<file path="src/rtl/datapath_op_sequencer_if.sv">
// Operand/result bus between the op sequencer and the datapath host.
// The sequencer is the master; the host under test is the slave.
interface datapath_op_sequencer_if #(
    parameter int DATA_WIDTH = 16
);
    logic [DATA_WIDTH-1:0] a_out;
    logic [DATA_WIDTH-1:0] b_out;
    logic [1:0]            op_sel_out;
    logic [DATA_WIDTH-1:0] result_in;
    logic                  valid_in;

    modport master (
        output a_out,
        output b_out,
        output op_sel_out,
        input  result_in,
        input  valid_in
    );

    modport slave (
        input  a_out,
        input  b_out,
        input  op_sel_out,
        output result_in,
        output valid_in
    );
endinterface

</file>
<file path="src/rtl/datapath_op_sequencer.sv">
// LFSR-driven stimulus engine with a golden ALU that scores the
// host's one-cycle-late result stream.
module datapath_op_sequencer #(
    parameter int               DATA_WIDTH = 16,
    parameter logic [15:0]      SEED       = 16'hACE1,
    parameter int               NUM_OPS    = 64
) (
    input  logic                    clk,
    input  logic                    rst_n,
    input  logic                    start,
    datapath_op_sequencer_if.master bus,
    output logic                    busy,
    output logic                    done,
    output logic                    pass,
    output logic [7:0]              mismatch_cnt,
    output logic                    first_bad_vld,
    output logic [7:0]              first_bad_idx
);

    typedef enum logic [1:0] {
        IDLE,
        RUN,
        DRAIN,
        DONE
    } state_e;

    localparam logic [7:0] LAST_IDX = 8'(NUM_OPS - 1);

    state_e                state_q;
    logic [DATA_WIDTH-1:0] lfsr_q;
    logic [DATA_WIDTH-1:0] lfsr_d;
    logic [7:0]            idx_q;
    logic [DATA_WIDTH-1:0] exp_q;
    logic [DATA_WIDTH-1:0] exp_d;
    logic                  cmp_q;
    logic [7:0]            cmp_idx_q;
    logic [7:0]            cnt_q;
    logic                  fbv_q;
    logic [7:0]            fbi_q;

    logic [DATA_WIDTH-1:0] b_val;
    logic [1:0]            op_val;
    logic                  run;
    logic                  miss;

    assign run    = (state_q == RUN);
    assign b_val  = {lfsr_q[7:0], lfsr_q[15:8]} ^ 16'h5A5A;
    assign op_val = idx_q[1:0];
    assign lfsr_d = {lfsr_q[14:0],
                     lfsr_q[15] ^ lfsr_q[13] ^ lfsr_q[12] ^ lfsr_q[10]};

    always_comb begin
        exp_d = '0;
        unique case (op_val)
            2'b00:   exp_d = lfsr_q + b_val;
            2'b01:   exp_d = lfsr_q & b_val;
            2'b10:   exp_d = lfsr_q ^ b_val;
            default: exp_d = lfsr_q;
        endcase
    end

    // A missing valid counts as a wrong result.
    assign miss = cmp_q &&
                  (!bus.valid_in || (bus.result_in != exp_q));

    always_ff @(posedge clk or negedge rst_n) begin
        if (!rst_n) begin
            state_q   <= IDLE;
            lfsr_q    <= SEED;
            idx_q     <= '0;
            exp_q     <= '0;
            cmp_q     <= 1'b0;
            cmp_idx_q <= '0;
            cnt_q     <= '0;
            fbv_q     <= 1'b0;
            fbi_q     <= '0;
        end else begin
            cmp_q <= 1'b0;
            if (miss) begin
                if (cnt_q != 8'hFF)
                    cnt_q <= cnt_q + 8'd1;
                if (!fbv_q) begin
                    fbv_q <= 1'b1;
                    fbi_q <= cmp_idx_q;
                end
            end
            unique case (state_q)
                IDLE, DONE: begin
                    if (start) begin
                        state_q <= RUN;
                        lfsr_q  <= SEED;
                        idx_q   <= '0;
                        cnt_q   <= '0;
                        fbv_q   <= 1'b0;
                        fbi_q   <= '0;
                    end
                end
                RUN: begin
                    exp_q     <= exp_d;
                    cmp_q     <= 1'b1;
                    cmp_idx_q <= idx_q;
                    lfsr_q    <= lfsr_d;
                    idx_q     <= idx_q + 8'd1;
                    if (idx_q == LAST_IDX)
                        state_q <= DRAIN;
                end
                DRAIN: state_q <= DONE;
                default: state_q <= IDLE;
            endcase
        end
    end

    assign bus.a_out      = run ? lfsr_q : '0;
    assign bus.b_out      = run ? b_val  : '0;
    assign bus.op_sel_out = run ? op_val : 2'b00;

    assign busy          = (state_q == RUN) || (state_q == DRAIN);
    assign done          = (state_q == DONE);
    assign pass          = done && (cnt_q == 8'd0);
    assign mismatch_cnt  = cnt_q;
    assign first_bad_vld = fbv_q;
    assign first_bad_idx = fbi_q;

endmodule

</file>
<file path="src/flat_wrapper.sv">
// flat-port wrapper written by rule: the top's interface ports become plain ports
module datapath_op_sequencer_flat 
#(
    parameter int               DATA_WIDTH = 16,
    parameter logic [15:0]      SEED       = 16'hACE1,
    parameter int               NUM_OPS    = 64
)
  (clk, rst_n, start, busy, done, pass, mismatch_cnt, first_bad_vld, first_bad_idx, bus_a_out, bus_b_out, bus_op_sel_out, bus_result_in, bus_valid_in);
  datapath_op_sequencer_if #(.DATA_WIDTH(DATA_WIDTH)) bus_i ();
  input  logic clk;
  input  logic rst_n;
  input  logic start;
  output logic busy;
  output logic done;
  output logic pass;
  output logic [7:0] mismatch_cnt;
  output logic first_bad_vld;
  output logic [7:0] first_bad_idx;
  output wire logic [$bits(bus_i.a_out)-1:0] bus_a_out;
  output wire logic [$bits(bus_i.b_out)-1:0] bus_b_out;
  output wire logic [$bits(bus_i.op_sel_out)-1:0] bus_op_sel_out;
  input wire logic [$bits(bus_i.result_in)-1:0] bus_result_in;
  input wire logic [$bits(bus_i.valid_in)-1:0] bus_valid_in;
  assign bus_a_out = bus_i.a_out;
  assign bus_b_out = bus_i.b_out;
  assign bus_op_sel_out = bus_i.op_sel_out;
  assign bus_i.result_in = bus_result_in;
  assign bus_i.valid_in = bus_valid_in;
  datapath_op_sequencer #(.DATA_WIDTH(DATA_WIDTH), .SEED(SEED), .NUM_OPS(NUM_OPS)) u_core (.clk(clk), .rst_n(rst_n), .start(start), .bus(bus_i), .busy(busy), .done(done), .pass(pass), .mismatch_cnt(mismatch_cnt), .first_bad_vld(first_bad_vld), .first_bad_idx(first_bad_idx));
endmodule
</file>
<file path="config.mk">
export PLATFORM = sky130hd
export DESIGN_NAME = datapath_op_sequencer_flat
export DESIGN_NICKNAME = d
export VERILOG_FILES = /design/src/rtl/datapath_op_sequencer_if.sv /design/src/rtl/datapath_op_sequencer.sv /design/src/flat_wrapper.sv
export SDC_FILE = /design/constraint.sdc
export NUM_CORES = 1
export LEC_CHECK = 0
export CELL_PAD_IN_SITES_DETAIL_PLACEMENT = 1
export CELL_PAD_IN_SITES_GLOBAL_PLACEMENT = 1
export CORE_ASPECT_RATIO = 0.9
export CORE_UTILIZATION = 41
export DETAILED_ROUTE_END_ITERATION = 12
export HOLD_SLACK_MARGIN = 0.12
export PLACE_DENSITY_LB_ADDON = 0.1
export SYNTH_ARGS = -nofsm -noshare
export SYNTH_HDL_FRONTEND = slang
export SYNTH_SLANG_ARGS = --single-unit
</file>
<file path="constraint.sdc">
create_clock -name clk -period 2.9 [get_ports clk]
set_input_delay 0.29 -clock clk [delete_from_list [all_inputs] [get_ports clk]]
set_output_delay 0.29 -clock clk [all_outputs]
set_load 0.02 [all_outputs]
</file>
==> flow_summary.toml, run 1 <==
[cts]
cts.path.max_buffers = 2
post-cts-setup-buffers = 0
h-tree-depth = 3
cts_buffers = 9
cts_root_buffer = "clkbuf_16"
cts_resized = 0
cts_tree = "built"
clk_transition_reported_paths_ps = 60
clk_latency_ps = 340
cts.sinks = 68

[sta]
worst_pin_slew_ps = 726
fmax_ghz = 0.375
finalMaxSlewViolations = 0
rsz0062_at_grt = "false"
worst_clock_skew_ps = 6.69
relSlewSlack_pct = 51.4
finalHoldViolations = 0
setup_viol = 0
hold_ws_ps = 500
tns_ps = 0
min_period_over_period_pct = 91.9
fin_crit_ps = 2660
worst_slack_ps = 235

[flow_run]
maxCapViolations = 0

[power]
switching_share_pct = 46.1
pwr-share-comb_pct = 58.3
powerDensity_nw_per_um2 = 1160
power_frac_seq_pct = 23.0
power.internal_mw = 3.52
cellLeakagePower_nw = 2.41
net-switching-power_mw = 3.01
clock_power_share_pct = 18.8
vdd_drop_max_mv = 0.666

[floorplan]
die_area_um2 = 11200
start_util_pct = 42.7
fp-row-count = 35
die_h_um = 101
die_x_um = 112
coreArea_um2 = 10400
ioPinCount = 74

[setup_path]
r2r_start = "u_core.lfsr_q[6]"
critPathMaxStageDelay_ps = 560
cp_max_fo = 10
crit_arrival_ps = 2870
end_kind = "flip-flop"
path_cells = "inv_1 > ha_1 > a21oi_1 > o21ai_0 > a221o_1 > a221oi_1 > xor2_1 > o221ai_1"
critPathLaunch = "u_core.lfsr_q[6]"
cp_slowest_cell = "dfstp_2"
r2r_setup_slack_ps = 240
cp-endpoint = "u_core.exp_q[13]"
startpoint_type = "flip-flop"
criticalPathCategory = "reg -> reg"
reg2regPathDepth = 8
crit_buf_inv = 1
crit_family = "compound AO/OA/AOI/OAI gates"
r2r_end = "u_core.exp_q[13]"
cp.required_ps = 3100
cp.depth = 8

[finish]
syn2layout_area_growth_pct = 27.1
n_antenna_cell = 0
fill_cells = 1190
post-route-util_pct = 54.3
stdcell_area_um2 = 5640
fin_nets = 620
drive_above_1_share_pct = 12.9

[grt]
grt_pass1_vias = 4350
grt_use_total_pct = 28.0
grt_max_degree = 40
grt_pass1_wl_um = 23800
gr-total-overflow = 0
antenna_found_initial = 0

[yosys]
synthFlopType = "dfrtp_1"
synth-async-reset-ratio_pct = 100
postSynthCellCount = 509
netlist_top_cells_area = "dfrtp_1 (34%), ha_1 (6.2%), dfstp_2 (4.7%)"
synth_nets = 551
synthTopCellsByCount = "dfrtp_1 (60), nor2_1 (55), nand2_1 (43), a21oi_1 (38), o21ai_0 (37)"
netlist_area_um2 = 4430
seq_area_frac_synth_pct = 38.6
yosys.area_share.adder_pct = 6.21
synth_cell_type_count = 57
synth-compound-area-share_pct = 19.2
synth_mux_area_share_pct = 2.99
synth-edff-count = 0
yosys.area_share.xor_xnor_pct = 6.91
synth_most_common_cell = "dfrtp_1"
synthSimpleGateAreaFrac_pct = 19.9
synth_seq_cells = 68
synth_top_area_cell = "dfrtp_1"
synth_top_family_by_area = "simple AND/OR/NAND/NOR gates"
ys_warn_count = 0
netlist.area_leader.share_pct = 33.9
avgSynthCellArea_um2 = 8.71

[place]
postPlaceCellArea_um2 = 5290
hpwl_um = 11100
place_ws_ps = 274
portBuffers = 73
place_congestion = 0.909

[status]
violations = "DRC"
status = "complete, but fails checks"

[route]
drtIter0Drc = 266
ant_nets = 0
route.detailed.drc = 5
wirelength_um = 15100
vias_per_cell = 5.88
wire_per_inst_um = 21.2
num_vias = 4190
first_pass_iters = 8

[min_path]
hold_class = "in -> async"
==> worst min-delay path by stage <==
| stage | from | end | slack (ps) | cells after the start |
|---|---|---|---|---|
| 2_1_floorplan | rst_n | u_core.cmp_idx_q[0] | -6 | 0 |
| 3_3_place_gp | rst_n | u_core.exp_q[9] | 330 | 1 |
| 3_5_place_dp | rst_n | u_core.exp_q[14] | 340 | 1 |
| 4_1_cts | u_core.cmp_idx_q[1] | u_core.cmp_idx_q[1] | 510 | 1 |
| 5_1_grt | u_core.cmp_idx_q[7] | u_core.cmp_idx_q[7] | 540 | 1 |
| 6_report | rst_n | u_core.exp_q[9] | 500 | 2 |
==> per-layer routing <==
layer	vias up	track usage (%)	share of wire, %
met5	-	0	0
met4	0	7.28	1.5
met3	21	6.31	6.1
met2	147	45.4	46
met1	2089	37.8	46
li1	1933	-	-
==> what timing repair did <==
item,4_1_cts,5_1_grt
endpoints found under the setup margin,0,0
hold endpoints to repair,23,0
hold buffers,1,0
==> sequential cells by signal (all words and copies together) (netlist names) <==
register / count
u_core.mismatch_cnt: 8
u_core.first_bad_vld: 1
u_core.idx_q: 8
u_core.state_q: 2
u_core.cmp_idx_q: 8
u_core.cmp_q: 1
u_core.first_bad_idx: 8
u_core.lfsr_q: 16
u_core.exp_q: 16
==> worst register-to-register path: stages (launching register included) <==
cell and delay (ps):
dfstp_2 560, inv_1 120, ha_1 460, a21oi_1 260
o21ai_0 160, a221o_1 320, a221oi_1 340, xor2_1 190
o221ai_1 110
==> cell families after synthesis <==
group / after synthesis
simple gates: 178
compound gates: 134
flops: 68
buf+inv: 60
xor+xnor: 35
fa+ha+maj: 22
mux: 12
==> per-stage QoR <==
stage | power, mW | cells
2_1_floorplan | 3.91 | 509
3_3_place_gp | 5.19 | 695
3_5_place_dp | 5.25 | 695
4_1_cts | 6.52 | 712
5_1_grt | 6.93 | 712
6_report | 6.53 | 712
==> power by group through the flow <==
stage | registers (mW) | clock network (mW) | logic [mW]
finish | 1.50 | 1.23 | 3.81
global route | 1.53 | 1.28 | 4.11
CTS | 1.50 | 1.24 | 3.78
detailed placement | 1.51 | 0 | 3.74
global placement | 1.50 | 0 | 3.69
floorplan | 1.46 | 0 | 2.45
==> cell type report <==
type / instances / area [um2] / area share (%)
well taps: 129 / 161 / 2.86
clock buffers: 10 / 239 / 4.24
multi-input cells: 381 / 2450 / 43.5
repair buffers: 95 / 893 / 15.9
clock inverters: 6 / 95.1 / 1.69
inverters: 23 / 86.3 / 1.53
flip-flops and latches: 68 / 1710 / 30.4
==> placed cells by master (no fill, tap or decap), drive strengths merged, types with 3 or more instances in the layout <==
cell and count:
xnor2 18, a31o 8, buf 22, nor4b 3, clkbuf 10, o31ai 4, xor2 17, o21ai 38
nor2 56, a311oi 3, nand4 11, a221o 3, nand3 18, nor2b 3, nand3b 3, and3 7
nand2 43, dfstp 8, or3 4, dfrtp 60, a21oi 38, o22ai 6, ha 22, mux2 10
inv 24, a221oi 9, and2 14, clkinv 3, nand2b 4, a21o 3, a31oi 9, clkdlybuf4s50 72
nor3 5
Note: power is estimated with default switching activity, not from simulation.
==> run 2, diff against run 1 <==
--- a/config.mk
+++ b/config.mk
@@ -7,7 +7,7 @@
 export LEC_CHECK = 0
 export CELL_PAD_IN_SITES_DETAIL_PLACEMENT = 1
 export CELL_PAD_IN_SITES_GLOBAL_PLACEMENT = 1
-export CORE_ASPECT_RATIO = 0.9
+export CORE_ASPECT_RATIO = 1.2
 export CORE_UTILIZATION = 41
 export DETAILED_ROUTE_END_ITERATION = 12
 export HOLD_SLACK_MARGIN = 0.12
==> run 2 against run 1 <==
Net effect:
- the run now ends clean
- sequential power hardly changed
- register-to-register slack better by 50 ps
- clock skew grew 3.0 ps
- non-clock buffer count shrank 4
- critical endpoint unchanged
- worst hold slack worse by 43 ps
==> flow_summary.toml, run 2 (same netlist as run 1, synthesis figures left out) <==
[floorplan]
start_util_pct = 42.2
ioPinCount = 74
die_area_um2 = 11200
die_h_um = 116
fp-row-count = 41
die_x_um = 96.9
coreArea_um2 = 10500

[grt]
gr-total-overflow = 0
grt_pass1_vias = 4163
grt_use_total_pct = 25.6
grt_max_degree = 27
antenna_found_initial = 0
grt_pass1_wl_um = 22300

[route]
drtIter0Drc = 155
vias_per_cell = 5.73
wirelength_um = 14000
num_vias = 4055
ant_nets = 0
route.detailed.drc = 0
wire_per_inst_um = 19.8
first_pass_iters = 4

[finish]
fill_cells = 1244
stdcell_area_um2 = 5580
drive_above_1_share_pct = 12.3
syn2layout_area_growth_pct = 25.8
n_antenna_cell = 0
layout_common_cells = "clkdlybuf4s50_1 (72), dfrtp_1 (60), nor2_1 (55), nand2_1 (43), a21oi_1 (38)"
final_cells = 708
fin_nets = 616
reg_top3 = "u_core.exp_q: 16 flops, u_core.lfsr_q: 16 flops"
final_common_cell = "clkdlybuf4s50_1"

[sta]
fmax_ghz = 0.383
worst_pin_slew_ps = 779
setup_viol = 0
tns_ps = 0
fin_crit_ps = 2610
worst_clock_skew_ps = 9.71
relSlewSlack_pct = 47.9
finalMaxSlewViolations = 0
rsz0062_at_grt = "false"
finalHoldViolations = 0
worst_slack_ps = 290
min_period_over_period_pct = 90.0

[place]
postPlaceCellArea_um2 = 5260
place_inst = 691
place_ws_ps = 341
place_congestion = 0.931
portBuffers = 73
hpwl_um = 10600

[cts]
cts.sinks = 68
ctsHoldBuffers = 1
cts_resized = 0
cts_buffers = 9
cts_root_buffer = "clkbuf_16"
post-cts-setup-buffers = 0
cts.path.max_buffers = 2
h-tree-depth = 3
clk_transition_reported_paths_ps = 60
cts_tree = "built"
clk_latency_ps = 340

[setup_path]
cp.required_ps = 3100
critPathMaxStageDelay_ps = 550
r2r_start = "u_core.lfsr_q[6]"
crit_arrival_ps = 2810
crit_buf_inv = 1
r2r_setup_slack_ps = 290
cp.depth = 8
crit_family = "compound AO/OA/AOI/OAI gates"
startpoint_type = "flip-flop"
r2r_end = "u_core.exp_q[13]"
end_kind = "flip-flop"
cp_slowest_cell = "dfstp_2"
cp_max_fo = 10
path_cells = "inv_1 > ha_1 > a21oi_1 > o21ai_0 > a221o_1 > a221oi_1 > xor2_1 > o221ai_1"
reg2regPathDepth = 8
criticalPathCategory = "reg -> reg"

[power]
switching_share_pct = 46.5
power_frac_seq_pct = 23.6
total_power_mw = 6.32
net-switching-power_mw = 2.94
cellLeakagePower_nw = 2.37
powerDensity_nw_per_um2 = 1130
power.internal_mw = 3.39
pwr-share-comb_pct = 58.3
clock_power_share_pct = 18.0
vdd_drop_max_mv = 0.489

[min_path]
hold_class = "in -> async"

[flow_run]
maxCapViolations = 0

[status]
status = "completed"
run 2: changes by cell type in the layout (fill, tap and decap cells not counted), sizes merged:
cell      before  now
inv           24   27
bufinv         2    1
buf           22   18
clkinvlp       0    1
clkbuf        10    9
clkinv         3    1
run 2: per-layer routing:
metal | GRT usage, % | part of all wire [%] | vias to the layer above
met4 | 11.0 | 3.0 | 0
met2 | 44.5 | 50 | 109
met5 | 0 | 0 | -
met3 | 4.46 | 3.6 | 25
met1 | 31.5 | 43 | 1988
li1 | - | - | 1933
run 2: worst register-to-register path: cells and delay by family, from the launching register on:
| kind | cells | cell delay [ps] |
|---|---|---|
| flops | 1 | 550 |
| compound gates | 5 | 1170 |
| buf+inv | 1 | 100 |
| xor+xnor | 1 | 200 |
| fa+ha+maj | 1 | 460 |
run 2: worst max-delay path by stage:
stage | slack [ps] | end | start
6_report | 290 | u_core.exp_q[13] | u_core.lfsr_q[6]
5_1_grt | 150 | u_core.exp_q[13] | u_core.lfsr_q[6]
4_1_cts | 310 | u_core.exp_q[13] | u_core.lfsr_q[6]
3_5_place_dp | 340 | u_core.exp_q[13] | u_core.lfsr_q[6]
3_3_place_gp | 400 | u_core.exp_q[13] | u_core.lfsr_q[6]
2_1_floorplan | 530 | u_core.exp_q[13] | u_core.lfsr_q[6]
run 2: cell type report:
class / count / area [um2] / area share, %
Timing Repair Buffer: 91 / 863 / 15.5
Clock buffer: 9 / 225 / 4.04
Clock inverter: 7 / 81.3 / 1.46
Sequential cell: 68 / 1710 / 30.7
Multi-Input combinational cell: 381 / 2450 / 43.9
Inverter: 23 / 86.3 / 1.55
Tap cell: 129 / 161 / 2.89
run 2: per-stage QoR:
stage | util, % | hold WS (ps)
finish | 53.0 | 457
global route | 53.0 | 497
CTS | 53.0 | 474
detailed placement | 50.0 | 294
global placement | 50.0 | 288
floorplan | - | -5.59
run 2: power groups by stage:
stage | clock network (mW) | registers (mW) | logic (mW)
floorplan | 0 | 1.46 | 2.45
global placement | 0 | 1.49 | 3.60
detailed placement | 0 | 1.51 | 3.65
CTS | 1.16 | 1.50 | 3.68
global route | 1.20 | 1.53 | 3.99
finish | 1.14 | 1.49 | 3.69
